**src/rtl/rv32_multicycle_ctrl_pkg.sv**
```systemverilog
// Shared types and constants for the RV32I multi-cycle control FSM.
package rv32_multicycle_ctrl_pkg;

  // FSM state encoding, kept as plain constants so older tools can consume it.
  localparam logic [2:0] ST_FETCH  = 3'd0;
  localparam logic [2:0] ST_DECODE = 3'd1;
  localparam logic [2:0] ST_EXEC   = 3'd2;
  localparam logic [2:0] ST_MEM    = 3'd3;
  localparam logic [2:0] ST_WB     = 3'd4;
  localparam logic [2:0] ST_LINK   = 3'd5;
  localparam logic [2:0] ST_PC_INC = 3'd6;

  typedef enum logic [1:0] {
    A_RS1  = 2'd0,
    A_PC   = 2'd1,
    A_ZERO = 2'd2
  } alu_a_sel_e;

  typedef enum logic [1:0] {
    B_RS2  = 2'd0,
    B_IMM  = 2'd1,
    B_FOUR = 2'd2
  } alu_b_sel_e;

  typedef enum logic [1:0] {
    WB_ALU    = 2'd0,
    WB_ALUOUT = 2'd1,
    WB_LOAD   = 2'd2
  } wb_sel_e;

  typedef enum logic [1:0] {
    PC_ALU          = 2'd0,
    PC_ALUOUT       = 2'd1,
    PC_ALUOUT_ALIGN = 2'd2
  } pc_src_e;

  localparam logic [6:0] OPC_OP     = 7'b0110011;
  localparam logic [6:0] OPC_OP_IMM = 7'b0010011;
  localparam logic [6:0] OPC_LOAD   = 7'b0000011;
  localparam logic [6:0] OPC_STORE  = 7'b0100011;
  localparam logic [6:0] OPC_LUI    = 7'b0110111;
  localparam logic [6:0] OPC_AUIPC  = 7'b0010111;
  localparam logic [6:0] OPC_JAL    = 7'b1101111;
  localparam logic [6:0] OPC_JALR   = 7'b1100111;

  typedef enum logic [3:0] {
    CLS_ILLEGAL = 4'd0,
    CLS_OP      = 4'd1,
    CLS_OP_IMM  = 4'd2,
    CLS_LOAD    = 4'd3,
    CLS_STORE   = 4'd4,
    CLS_LUI     = 4'd5,
    CLS_AUIPC   = 4'd6,
    CLS_JAL     = 4'd7,
    CLS_JALR    = 4'd8
  } instr_class_e;

endpackage

```
**src/rtl/rv32_multicycle_ctrl_if.sv**
```systemverilog
// Instruction and data memory request/ready handshakes of the control FSM.
interface rv32_multicycle_ctrl_if;
  logic imem_req;
  logic imem_ready;
  logic dmem_req;
  logic dmem_we;
  logic dmem_ready;

  modport master (
    output imem_req,
    output dmem_req,
    output dmem_we,
    input  imem_ready,
    input  dmem_ready
  );

  modport slave (
    input  imem_req,
    input  dmem_req,
    input  dmem_we,
    output imem_ready,
    output dmem_ready
  );
endinterface

```
**src/rtl/rv32_ctrl_decode.sv**
```systemverilog
// Combinational instruction classifier for the adder-only RV32I subset.
module rv32_ctrl_decode
  import rv32_multicycle_ctrl_pkg::*;
(
  input  logic [31:0]  ir_i,
  output instr_class_e class_o,
  output logic         rd_is_zero_o
);

  logic [6:0] opcode;
  logic [2:0] funct3;
  logic [6:0] funct7;
  logic       unused_rs_fields;

  assign opcode           = ir_i[6:0];
  assign funct3           = ir_i[14:12];
  assign funct7           = ir_i[31:25];
  assign rd_is_zero_o     = (ir_i[11:7] == 5'd0);
  // Register specifiers only steer the datapath, never the sequencing.
  assign unused_rs_fields = ^ir_i[24:15];

  // Anything outside the supported encodings falls through to illegal.
  always_comb begin
    class_o = CLS_ILLEGAL;
    case (opcode)
      OPC_OP:     if (funct3 == 3'b000 && funct7 == 7'b0000000) class_o = CLS_OP;
      OPC_OP_IMM: if (funct3 == 3'b000) class_o = CLS_OP_IMM;
      OPC_LOAD:   if (funct3 == 3'b010) class_o = CLS_LOAD;
      OPC_STORE:  if (funct3 == 3'b010) class_o = CLS_STORE;
      OPC_LUI:    class_o = CLS_LUI;
      OPC_AUIPC:  class_o = CLS_AUIPC;
      OPC_JAL:    class_o = CLS_JAL;
      OPC_JALR:   if (funct3 == 3'b000) class_o = CLS_JALR;
      default:    class_o = CLS_ILLEGAL;
    endcase
  end

endmodule

```
**src/rtl/rv32_multicycle_ctrl.sv**
```systemverilog
// Multi-cycle control FSM sequencing the shared adder ALU of the RV32I core.
//
// state   | meaning
// --------+-----------------------------------------------------------
// FETCH   | imem request held until ready; ready latches IR
// DECODE  | classify IR, flag illegal encodings
// EXEC    | adder computes result/address/target into ALUOUT
// MEM     | data access at ALUOUT, store or load
// WB      | write ALUOUT or load data to rd
// LINK    | rd <= PC+4, PC <= latched jump target
// PC_INC  | PC <= PC+4, instruction retires
module rv32_multicycle_ctrl
  import rv32_multicycle_ctrl_pkg::*;
#(
  parameter int unsigned TIMEOUT_CYCLES = 255,
  parameter int unsigned CNT_W          = 32
) (
  input  logic                  clk,
  input  logic                  rst,
  rv32_multicycle_ctrl_if.master bus,
  input  logic [31:0]           ir_i,
  output logic                  ir_we_o,
  output logic [1:0]            alu_a_sel_o,
  output logic [1:0]            alu_b_sel_o,
  output logic                  alu_out_we_o,
  output logic                  rf_we_o,
  output logic [1:0]            wb_sel_o,
  output logic                  pc_we_o,
  output logic [1:0]            pc_src_o,
  output logic                  illegal_instr_o,
  output logic                  bus_error_o,
  output logic [CNT_W-1:0]      instret_o
);

  localparam int unsigned     TO_W     = (TIMEOUT_CYCLES < 2) ? 1 : $clog2(TIMEOUT_CYCLES + 1);
  localparam logic [TO_W-1:0] TO_LIMIT = TO_W'(TIMEOUT_CYCLES);
  localparam bit              TO_EN    = (TIMEOUT_CYCLES != 0);

  logic [2:0]       state_q, state_d;
  logic [TO_W-1:0]  timer_q, timer_d;
  logic [CNT_W-1:0] instret_q;

  instr_class_e instr_class;
  logic         rd_is_zero;
  logic         timeout_hit;

  logic       imem_req, dmem_req, dmem_we, ir_we, alu_out_we, rf_we, pc_we;
  logic       illegal_instr, bus_error;
  alu_a_sel_e a_sel;
  alu_b_sel_e b_sel;
  wb_sel_e    wb_sel;
  pc_src_e    pc_src;

  rv32_ctrl_decode u_decode (
    .ir_i         (ir_i),
    .class_o      (instr_class),
    .rd_is_zero_o (rd_is_zero)
  );

  assign timeout_hit = TO_EN && (timer_q == TO_LIMIT);

  // Next state and per-state control decode; ready wins over a same-cycle timeout.
  always_comb begin
    state_d       = state_q;
    imem_req      = 1'b0;
    dmem_req      = 1'b0;
    dmem_we       = 1'b0;
    ir_we         = 1'b0;
    alu_out_we    = 1'b0;
    rf_we         = 1'b0;
    pc_we         = 1'b0;
    illegal_instr = 1'b0;
    bus_error     = 1'b0;
    a_sel         = A_RS1;
    b_sel         = B_RS2;
    wb_sel        = WB_ALU;
    pc_src        = PC_ALU;
    case (state_q)
      ST_FETCH: begin
        imem_req = 1'b1;
        if (bus.imem_ready) begin
          ir_we   = 1'b1;
          state_d = ST_DECODE;
        end else if (timeout_hit) begin
          bus_error = 1'b1;
          state_d   = ST_PC_INC;
        end
      end
      ST_DECODE: begin
        if (instr_class == CLS_ILLEGAL) begin
          illegal_instr = 1'b1;
          state_d       = ST_PC_INC;
        end else begin
          state_d = ST_EXEC;
        end
      end
      ST_EXEC: begin
        alu_out_we = 1'b1;
        b_sel      = B_IMM;
        state_d    = ST_WB;
        case (instr_class)
          CLS_OP:    b_sel = B_RS2;
          CLS_LUI:   a_sel = A_ZERO;
          CLS_AUIPC: a_sel = A_PC;
          CLS_LOAD,
          CLS_STORE: state_d = ST_MEM;
          CLS_JAL: begin
            a_sel   = A_PC;
            state_d = ST_LINK;
          end
          CLS_JALR:  state_d = ST_LINK;
          default:   a_sel = A_RS1;
        endcase
      end
      ST_MEM: begin
        dmem_req = 1'b1;
        dmem_we  = (instr_class == CLS_STORE);
        if (bus.dmem_ready) begin
          state_d = (instr_class == CLS_STORE) ? ST_PC_INC : ST_WB;
        end else if (timeout_hit) begin
          bus_error = 1'b1;
          state_d   = ST_PC_INC;
        end
      end
      ST_WB: begin
        rf_we   = ~rd_is_zero;
        wb_sel  = (instr_class == CLS_LOAD) ? WB_LOAD : WB_ALUOUT;
        state_d = ST_PC_INC;
      end
      ST_LINK: begin
        // Target already sits in ALUOUT, so rd == rs1 cannot corrupt it.
        a_sel   = A_PC;
        b_sel   = B_FOUR;
        rf_we   = ~rd_is_zero;
        wb_sel  = WB_ALU;
        pc_we   = 1'b1;
        pc_src  = (instr_class == CLS_JAL) ? PC_ALUOUT : PC_ALUOUT_ALIGN;
        state_d = ST_FETCH;
      end
      ST_PC_INC: begin
        a_sel   = A_PC;
        b_sel   = B_FOUR;
        pc_we   = 1'b1;
        pc_src  = PC_ALU;
        state_d = ST_FETCH;
      end
      default: state_d = ST_FETCH;
    endcase
  end

  // Wait counter restarts whenever a new state is entered and saturates at the limit.
  always_comb begin
    timer_d = timer_q;
    if (state_d != state_q) begin
      timer_d = '0;
    end else if (timer_q != TO_LIMIT) begin
      timer_d = timer_q + TO_W'(1);
    end
  end

  // State, wait counter and retire counter registers.
  always_ff @(posedge clk) begin
    if (rst) begin
      state_q   <= ST_FETCH;
      timer_q   <= '0;
      instret_q <= '0;
    end else begin
      state_q <= state_d;
      timer_q <= timer_d;
      if (pc_we) instret_q <= instret_q + CNT_W'(1);
    end
  end

  // Outputs are held low while reset is applied, even before state is known.
  assign bus.imem_req    = ~rst & imem_req;
  assign bus.dmem_req    = ~rst & dmem_req;
  assign bus.dmem_we     = ~rst & dmem_we;
  assign ir_we_o         = ~rst & ir_we;
  assign alu_out_we_o    = ~rst & alu_out_we;
  assign rf_we_o         = ~rst & rf_we;
  assign pc_we_o         = ~rst & pc_we;
  assign illegal_instr_o = ~rst & illegal_instr;
  assign bus_error_o     = ~rst & bus_error;
  assign alu_a_sel_o     = rst ? 2'b00 : a_sel;
  assign alu_b_sel_o     = rst ? 2'b00 : b_sel;
  assign wb_sel_o        = rst ? 2'b00 : wb_sel;
  assign pc_src_o        = rst ? 2'b00 : pc_src;
  assign instret_o       = rst ? '0 : instret_q;

endmodule

```
**src/flat_wrapper.sv**
```systemverilog
// flat-port wrapper written by rule: the top's interface ports become plain ports
module rv32_multicycle_ctrl_flat import rv32_multicycle_ctrl_pkg::*;
#(
  parameter int unsigned TIMEOUT_CYCLES = 255,
  parameter int unsigned CNT_W          = 32
)
  (clk, rst, ir_i, ir_we_o, alu_a_sel_o, alu_b_sel_o, alu_out_we_o, rf_we_o, wb_sel_o, pc_we_o, pc_src_o, illegal_instr_o, bus_error_o, instret_o, bus_imem_req, bus_dmem_req, bus_dmem_we, bus_imem_ready, bus_dmem_ready);
  rv32_multicycle_ctrl_if bus_i ();
  input  logic clk;
  input  logic rst;
  input  logic [31:0] ir_i;
  output logic ir_we_o;
  output logic [1:0] alu_a_sel_o;
  output logic [1:0] alu_b_sel_o;
  output logic alu_out_we_o;
  output logic rf_we_o;
  output logic [1:0] wb_sel_o;
  output logic pc_we_o;
  output logic [1:0] pc_src_o;
  output logic illegal_instr_o;
  output logic bus_error_o;
  output logic [CNT_W-1:0] instret_o;
  output wire logic [$bits(bus_i.imem_req)-1:0] bus_imem_req;
  output wire logic [$bits(bus_i.dmem_req)-1:0] bus_dmem_req;
  output wire logic [$bits(bus_i.dmem_we)-1:0] bus_dmem_we;
  input wire logic [$bits(bus_i.imem_ready)-1:0] bus_imem_ready;
  input wire logic [$bits(bus_i.dmem_ready)-1:0] bus_dmem_ready;
  assign bus_imem_req = bus_i.imem_req;
  assign bus_dmem_req = bus_i.dmem_req;
  assign bus_dmem_we = bus_i.dmem_we;
  assign bus_i.imem_ready = bus_imem_ready;
  assign bus_i.dmem_ready = bus_dmem_ready;
  rv32_multicycle_ctrl #(.TIMEOUT_CYCLES(TIMEOUT_CYCLES), .CNT_W(CNT_W)) u_core (.clk(clk), .rst(rst), .bus(bus_i), .ir_i(ir_i), .ir_we_o(ir_we_o), .alu_a_sel_o(alu_a_sel_o), .alu_b_sel_o(alu_b_sel_o), .alu_out_we_o(alu_out_we_o), .rf_we_o(rf_we_o), .wb_sel_o(wb_sel_o), .pc_we_o(pc_we_o), .pc_src_o(pc_src_o), .illegal_instr_o(illegal_instr_o), .bus_error_o(bus_error_o), .instret_o(instret_o));
endmodule
```
**config.mk**
```make
export PLATFORM = sky130hd
export DESIGN_NAME = rv32_multicycle_ctrl_flat
export DESIGN_NICKNAME = d
export VERILOG_FILES = /design/src/rtl/rv32_multicycle_ctrl_pkg.sv /design/src/rtl/rv32_multicycle_ctrl_if.sv /design/src/rtl/rv32_ctrl_decode.sv /design/src/rtl/rv32_multicycle_ctrl.sv /design/src/flat_wrapper.sv
export SDC_FILE = /design/constraint.sdc
export NUM_CORES = 1
export LEC_CHECK = 0
export CORE_MARGIN = 2
export CORE_UTILIZATION = 50
export CTS_CLUSTER_DIAMETER = 80
export DETAILED_ROUTE_END_ITERATION = 16
export PLACE_DENSITY = 0.94
export SYNTH_ARGS = -nofsm -noshare
export SYNTH_HDL_FRONTEND = slang
export SYNTH_SLANG_ARGS = --single-unit
```
**constraint.sdc**
```tcl
create_clock -name clk -period 5.2 [get_ports clk]
set_input_delay 1.04 -clock clk [delete_from_list [all_inputs] [get_ports clk]]
set_output_delay 1.04 -clock clk [all_outputs]
set_load 0.05 [all_outputs]
```
==> results_dict.tcl, run 1 <==
set metrics [dict create \
    status "finished, final reports clean" \
    drtIter0Drc 166 \
    via_per_inst 5.59 \
    initial_core_util_pct 52.6 \
    place_area_sq_um 3290 \
    first_pass_iters 5 \
    cp-end-kind "output port" \
    rsz0062_at_grt "no" \
    core_area_sq_um 4820 \
    finalHoldViolations 0 \
    port_buffers 74 \
    fin_skew_ns 0.00714 \
    gp_congestion 0.851 \
    dieArea_sq_um 5650 \
    max_freq_mhz 212 \
    synth-edff-count 0 \
    final_common_cell "clkdlybuf4s50_1" \
    use_met2_pct 39.4 \
    ant_nets 0 \
    wirelength_um 6170 \
    syn_avg_cell_area_sq_um 7.72 \
    fillers 408 \
    num_antenna_cells 0 \
    crit_path_start_kind "primary input" \
    drc 0 \
    min_period_ns 4.71 \
    synth.largest_area_cell "dfxtp_1" \
    cts_sinks 43 \
    fp.dieH_um 75.2 \
    clkLatencyLatePin_ns 0.30 \
    maxCapViolCount 0 \
    cts-resized-gates 0 \
    p_per_area_nw_per_um2 206 \
    peakVddDrop_mv 0.152 \
    use_met3_pct 4.42 \
    synthesis.nets 366 \
    ys_ff_latch 43 \
    cts-root-buf "clkbuf_8" \
    fin_hold_ws_ns 0.515 \
    hp-class "reg -> reg" \
    grtUsageTotal_pct 22.6 \
    core.rowCount 25 \
    synth_area_leaders "dfxtp_1 (34%), nor2_1 (7.9%), nor2b_1 (6.7%)" \
    yosysTopAreaCellShare_pct 34.0 \
    antenna_found_initial 0 \
    dp_hpwl_um 4600 \
    yosys_warnings 0 \
    grt_start_max_net_pins 76 \
    stdcell_area_sq_um 3370 \
    grt_pass1_wl_um 10100 \
    hold_buffers 0 \
    overflow 0 \
    async_flop_share_pct 0 \
    pin_count 85 \
    grt_use_met1_pct 28.5 \
    busiest_layer "met2" \
    cts_buffer_depth 2 \
    utilization_pct 70.1 \
    finalCritPeriodShare_pct 90.6 \
    slew_headroom_pct 55.2 \
    netlist_area_sq_um 2530 \
    setup_viol_count_final 0 \
    vias 2571 \
    cts_buffers 5 \
    hold_path_startpoint "u_core.timer_q[7]$_SDFFE_PP0N_" \
    nets 430 \
    h-tree-depth 2 \
    critPathKind "in -> out" \
    slew_viol_final 0 \
    tns_ns 0 \
    drive_above_1_share_pct 4.83 \
    r2r-start "u_core.instret_q[4]$_SDFFE_PP0N_" \
    cts_setup_buffers 0 \
    crit_start "ir_i[4]" \
    ys.flop_type "dfxtp_1" \
    synth_cell_types 43 \
    clk_pin_slew_ns 0.07 \
    crit_fanout 5 \
    cts_tree "built" \
    die_x_um 75.2 \
    post_drt_wl_per_cell_um 13.4 \
    arrival_ns 3.67 \
    grt_pass1_vias 2247 \
    tightest_slew_ns 0.672 \
    synth_seq_area_share_pct 34.0 \
    most-common-layout-cells "clkdlybuf4s50_1 (73), nor2_1 (53), dfxtp_1 (43)" \
    p_leak_nw 1.15 \
    netlist_instances 328 \
    area_growth_pct 33.2 \
    worstPathRequired_ns 4.16 \
]
path summary, 6_finish.rpt:
check / cells after the start / to / slack [ns]
worst min-delay path: 2 / u_core.timer_q[7]$_SDFFE_PP0N_ / 0.51
worst max register to register: 5 / u_core.instret_q[30]$_SDFFE_PP0N_ / 2.71
worst min register to register: 2 / u_core.timer_q[7]$_SDFFE_PP0N_ / 0.51
worst max-delay path: 7 / illegal_instr_o / 0.49
layer usage:
layer	up-vias	part of all wire, %	routed length (um)
li1	1278	-	-
met1	1200	43	2630
met2	85	52	3190
met3	8	4.8	293
met4	0	0.86	53
met5	-	0	0
cell type report:
cell class | count | area [sq um] | share of cell area [%]
Tap cell | 67 | 83.8 | 2.48
Clock inverter | 2 | 12.5 | 0.371
Sequential cell | 43 | 861 | 25.5
Multi-Input combinational cell | 255 | 1560 | 46.1
Inverter | 12 | 45.0 | 1.33
Clock buffer | 6 | 72.6 | 2.15
Timing Repair Buffer | 75 | 743 | 22.0
metrics by stage:
| stage | instances | setup WS [ns] | total power [mW] |
|---|---|---|---|
| global route | 460 | 0.337 | 0.729 |
| detailed placement | 452 | 0.496 | 0.495 |
| floorplan | 328 | 0.840 | 0.445 |
| global placement | 452 | 0.500 | 0.491 |
| finish | 460 | 0.490 | 0.695 |
| CTS | 460 | 0.488 | 0.701 |
cells by family after synthesis:
group | Yosys count | synth area share (%)
compound gates | 31 | 7.41
mux | 10 | 4.35
flops | 43 | 34.0
simple gates | 188 | 40.4
buf+inv | 30 | 4.59
xor+xnor | 24 | 8.30
fa+ha+maj | 2 | 0.987
sequential cells by signal, summed over array words and instances (netlist names):
register and cells:
u_core.instret_q 32, u_core.state_q 3, u_core.timer_q 8
cells in the mapped netlist (4+ instances only):
| cell type | count |
|---|---|
| dfxtp_1 | 43 |
| mux2_1 | 4 |
| and2_1 | 5 |
| or3_1 | 5 |
| nor4_1 | 13 |
| mux2_2 | 4 |
| clkbuf_1 | 13 |
| xnor2_1 | 18 |
| nor2b_1 | 27 |
| xor2_1 | 6 |
| nand2_1 | 17 |
| and3_1 | 7 |
| nand4_1 | 11 |
| and4_1 | 4 |
| nand3_1 | 16 |
| inv_1 | 12 |
| o21ai_0 | 8 |
| nor2_1 | 53 |
| a21oi_1 | 11 |
| nor3_1 | 18 |
power by group:
part           internal [mW]  total (mW)  switching [mW]
Combinational         0.0527       0.132          0.0791
Sequential             0.336       0.356          0.0196
Clock                 0.0939       0.208           0.114
Total                  0.483       0.695           0.212
critical path: stages:
cell and delay [ns]:
clkdlybuf4s50_1 0.55, or4b_2 0.60, nor4b_1 0.38, nand3_1 0.13
nand4_1 0.17, nor2_1 0.07, clkdlybuf4s50_1 0.73
No activity file was read; power rests on OpenSTA's default activity.
==> inputs of run 2 (changes only) <==
--- a/config.mk
+++ b/config.mk
@@ -6,10 +6,12 @@
 export NUM_CORES = 1
 export LEC_CHECK = 0
 export CORE_MARGIN = 2
-export CORE_UTILIZATION = 50
+export CORE_UTILIZATION = 51
 export CTS_CLUSTER_DIAMETER = 80
 export DETAILED_ROUTE_END_ITERATION = 16
-export PLACE_DENSITY = 0.94
+export PLACE_DENSITY = 0.93
+export SETUP_SLACK_MARGIN = 0.15
 export SYNTH_ARGS = -nofsm -noshare
 export SYNTH_HDL_FRONTEND = slang
+export SYNTH_HIERARCHICAL = 1
 export SYNTH_SLANG_ARGS = --single-unit
==> results_dict.tcl, run 2 <==
set metrics [dict create \
    ys.flop_type "dfxtp_1" \
    finalCritPeriodShare_pct 90.0 \
    p_per_area_nw_per_um2 242 \
    ys_ff_latch 43 \
    cts_tree "built" \
    slew_headroom_pct 48.9 \
    synth_cell_types 58 \
    syn_avg_cell_area_sq_um 8.06 \
    ant_nets 0 \
    grt_pass1_vias 2557 \
    regMostFlops "u_core/instret_q" \
    yosysTopAreaCellShare_pct 30.5 \
    grtUsageTotal_pct 21.4 \
    r2r-start "u_core/state_q[0]$_SDFF_PP0_" \
    fillers 421 \
    first_pass_iters 4 \
    drtIter0Drc 184 \
    switching_share_pct 33.9 \
    cts_buffer_depth 2 \
    cts_sinks 43 \
    cts-resized-gates 0 \
    setup_viol_count_final 0 \
    drive_above_1_share_pct 9.86 \
    maxCapViolCount 0 \
    die_x_um 78.4 \
    core.rowCount 27 \
    endpoint "pc_src_o[0]" \
    core_area_sq_um 5440 \
    wirelength_um 6320 \
    synthTopCellsByCount "nor2_1 (53), dfxtp_1 (43), nor2b_1 (33), xnor2_1 (22), nand3_1 (20)" \
    h-tree-depth 2 \
    synth_compound_area_share_pct 8.29 \
    gp_congestion 0.829 \
    area_growth_pct 32.7 \
    peakVddDrop_mv 0.155 \
    async_flop_share_pct 0 \
    finalHoldViolations 0 \
    hold_path_startpoint "u_core/instret_q[16]$_SDFFE_PP0N_" \
    max_freq_mhz 214 \
    largestRegisters "u_core/instret_q x32, u_core/timer_q x8, u_core/state_q x3" \
    synthXorXnorAreaFrac_pct 12.7 \
    tightest_slew_ns 0.766 \
    nets 454 \
    fp.dieH_um 78.4 \
    via_per_inst 5.58 \
    arrival_ns 3.64 \
    r2r-end "u_core/instret_q[31]$_SDFFE_PP0N_" \
    yosys_warnings 6 \
    drc 0 \
    crit_path_start_kind "primary input" \
    status "finished, final reports clean" \
    cts_buffers 5 \
    synth_adder_area_share_pct 0.887 \
    worstPathRequired_ns 4.16 \
    grt_pass1_wl_um 10900 \
    rr_worst_depth 4 \
    rsz0062_at_grt "no" \
    seq_power_share_pct 43.6 \
    most-common-layout-cells "clkdlybuf4s50_1 (64), nor2_1 (53), dfxtp_1 (43)" \
    initial_core_util_pct 51.9 \
    synth_area_leaders "dfxtp_1 (31%), nor2b_1 (7.3%), nor2_1 (7.1%)" \
    crit_fanout 7 \
    synthesis.nets 388 \
    synth_seq_area_share_pct 30.5 \
    largest_reg_flops 32 \
    seqCellArea_sq_um 861 \
    crit_start "ir_i[3]" \
    clkLatencyLatePin_ns 0.30 \
    fin_skew_ns 0.0106 \
    cts_setup_buffers 0 \
    hold_buffers 0 \
    tns_ns 0 \
    netlist_area_sq_um 2820 \
    slew_viol_final 0 \
    dp_hpwl_um 4620 \
    switchingPower_mw 0.307 \
    hp-class "reg -> reg" \
    antenna_found_initial 0 \
    clk_pin_slew_ns 0.08 \
    p_leak_nw 1.27 \
    pwr-share-clk_pct 27.5 \
    netlist_instances 350 \
    synth-simple-area-share_pct 42.8 \
    dieArea_sq_um 6140 \
    synth-edff-count 0 \
    port_buffers 74 \
    synth_top_family_by_area "simple AND/OR/NAND/NOR gates" \
    pin_count 85 \
    vias 2724 \
    p_int_mw 0.599 \
    fin_hold_ws_ns 0.539 \
    synth.largest_area_cell "dfxtp_1" \
    critPathKind "in -> out" \
    rrSetupSlack_ns 3.01 \
    post_drt_wl_per_cell_um 12.9 \
    multi_input_area_sq_um 1840 \
    min_period_ns 4.68 \
    cp-end-kind "output port" \
    grt_start_max_net_pins 45 \
    final_common_cell "clkdlybuf4s50_1" \
    overflow 0 \
    p_comb_share_pct 28.9 \
    synth.mux.area_fraction_pct 0.355 \
    cts-root-buf "clkbuf_8" \
    num_antenna_cells 0 \
    yosysMostFrequentCell "nor2_1" \
]
run 2: cells by family (layout without fill, tap and decap cells):
logic type | Yosys count | in the layout
adder cells (fa/ha/maj) | 2 | 2
AND/OR/NAND/NOR | 208 | 208
flip-flops | 43 | 43
buffers and inverters | 24 | 90
AO/OA/AOI/OAI | 34 | 34
XOR/XNOR | 38 | 38
multiplexers | 1 | 1
run 2: worst min path at each step:
stage                                        endpoint  slack (ns)  depth (start not counted)
floorplan           u_core/instret_q[16]$_SDFFE_PP0N_        0.49                          2
global placement    u_core/instret_q[12]$_SDFFE_PP0N_        0.51                          2
detailed placement  u_core/instret_q[12]$_SDFFE_PP0N_        0.53                          2
CTS                 u_core/instret_q[12]$_SDFFE_PP0N_        0.55                          2
global route           u_core/timer_q[7]$_SDFFE_PP0N_        0.59                          2
finish              u_core/instret_q[16]$_SDFFE_PP0N_        0.54                          2
run 2: metal layers:
| layer | vias up | global-route usage, % | part of all wire [%] | routed length (um) |
|---|---|---|---|---|
| met3 | 12 | 4.02 | 5.5 | 345 |
| met1 | 1268 | 26.5 | 43 | 2710 |
| met5 | - | 0 | 0 | 0 |
| met2 | 89 | 35.9 | 50 | 3150 |
| met4 | 0 | 9.82 | 1.8 | 111 |
| li1 | 1355 | - | - | - |
run 2: power by group through the flow:
| stage | registers (mW) | logic, mW | clock network (mW) |
|---|---|---|---|
| detailed placement | 0.402 | 0.262 | 0 |
| finish | 0.395 | 0.262 | 0.250 |
| global route | 0.401 | 0.283 | 0.268 |
| global placement | 0.400 | 0.256 | 0 |
| floorplan | 0.366 | 0.221 | 0 |
| CTS | 0.394 | 0.263 | 0.256 |
run 2: critical path, cell delays in order:
cell             delay [ns]
clkdlybuf4s50_1        0.45
or3_1                  0.40
or4_4                  0.51
o21ai_0                0.18
buf_4                  0.17
nor2b_1                0.24
nor3b_1                0.44
buf_12                 0.20
run 2: area by class of cell:
cell class | instances | area share [%]
clock buffer | 6 | 1.94
clock inverter | 1 | 0.802
inverter | 4 | 0.401
multi-input combinational | 283 | 49.1
sequential | 43 | 23.0
tap | 72 | 2.41
timing repair buffer | 79 | 22.4
run 2: per-stage QoR:
stage	setup WS, ns	instance area, sq um	power, mW	utilization, %	std cells
2_1_floorplan	0.335	2820	0.588	-	350
3_3_place_gp	0.599	3640	0.656	66.9	481
3_5_place_dp	0.547	3640	0.663	66.9	481
4_1_cts	0.521	3740	0.913	68.8	488
5_1_grt	0.381	3740	0.951	68.8	488
6_report	0.517	3740	0.907	68.8	488
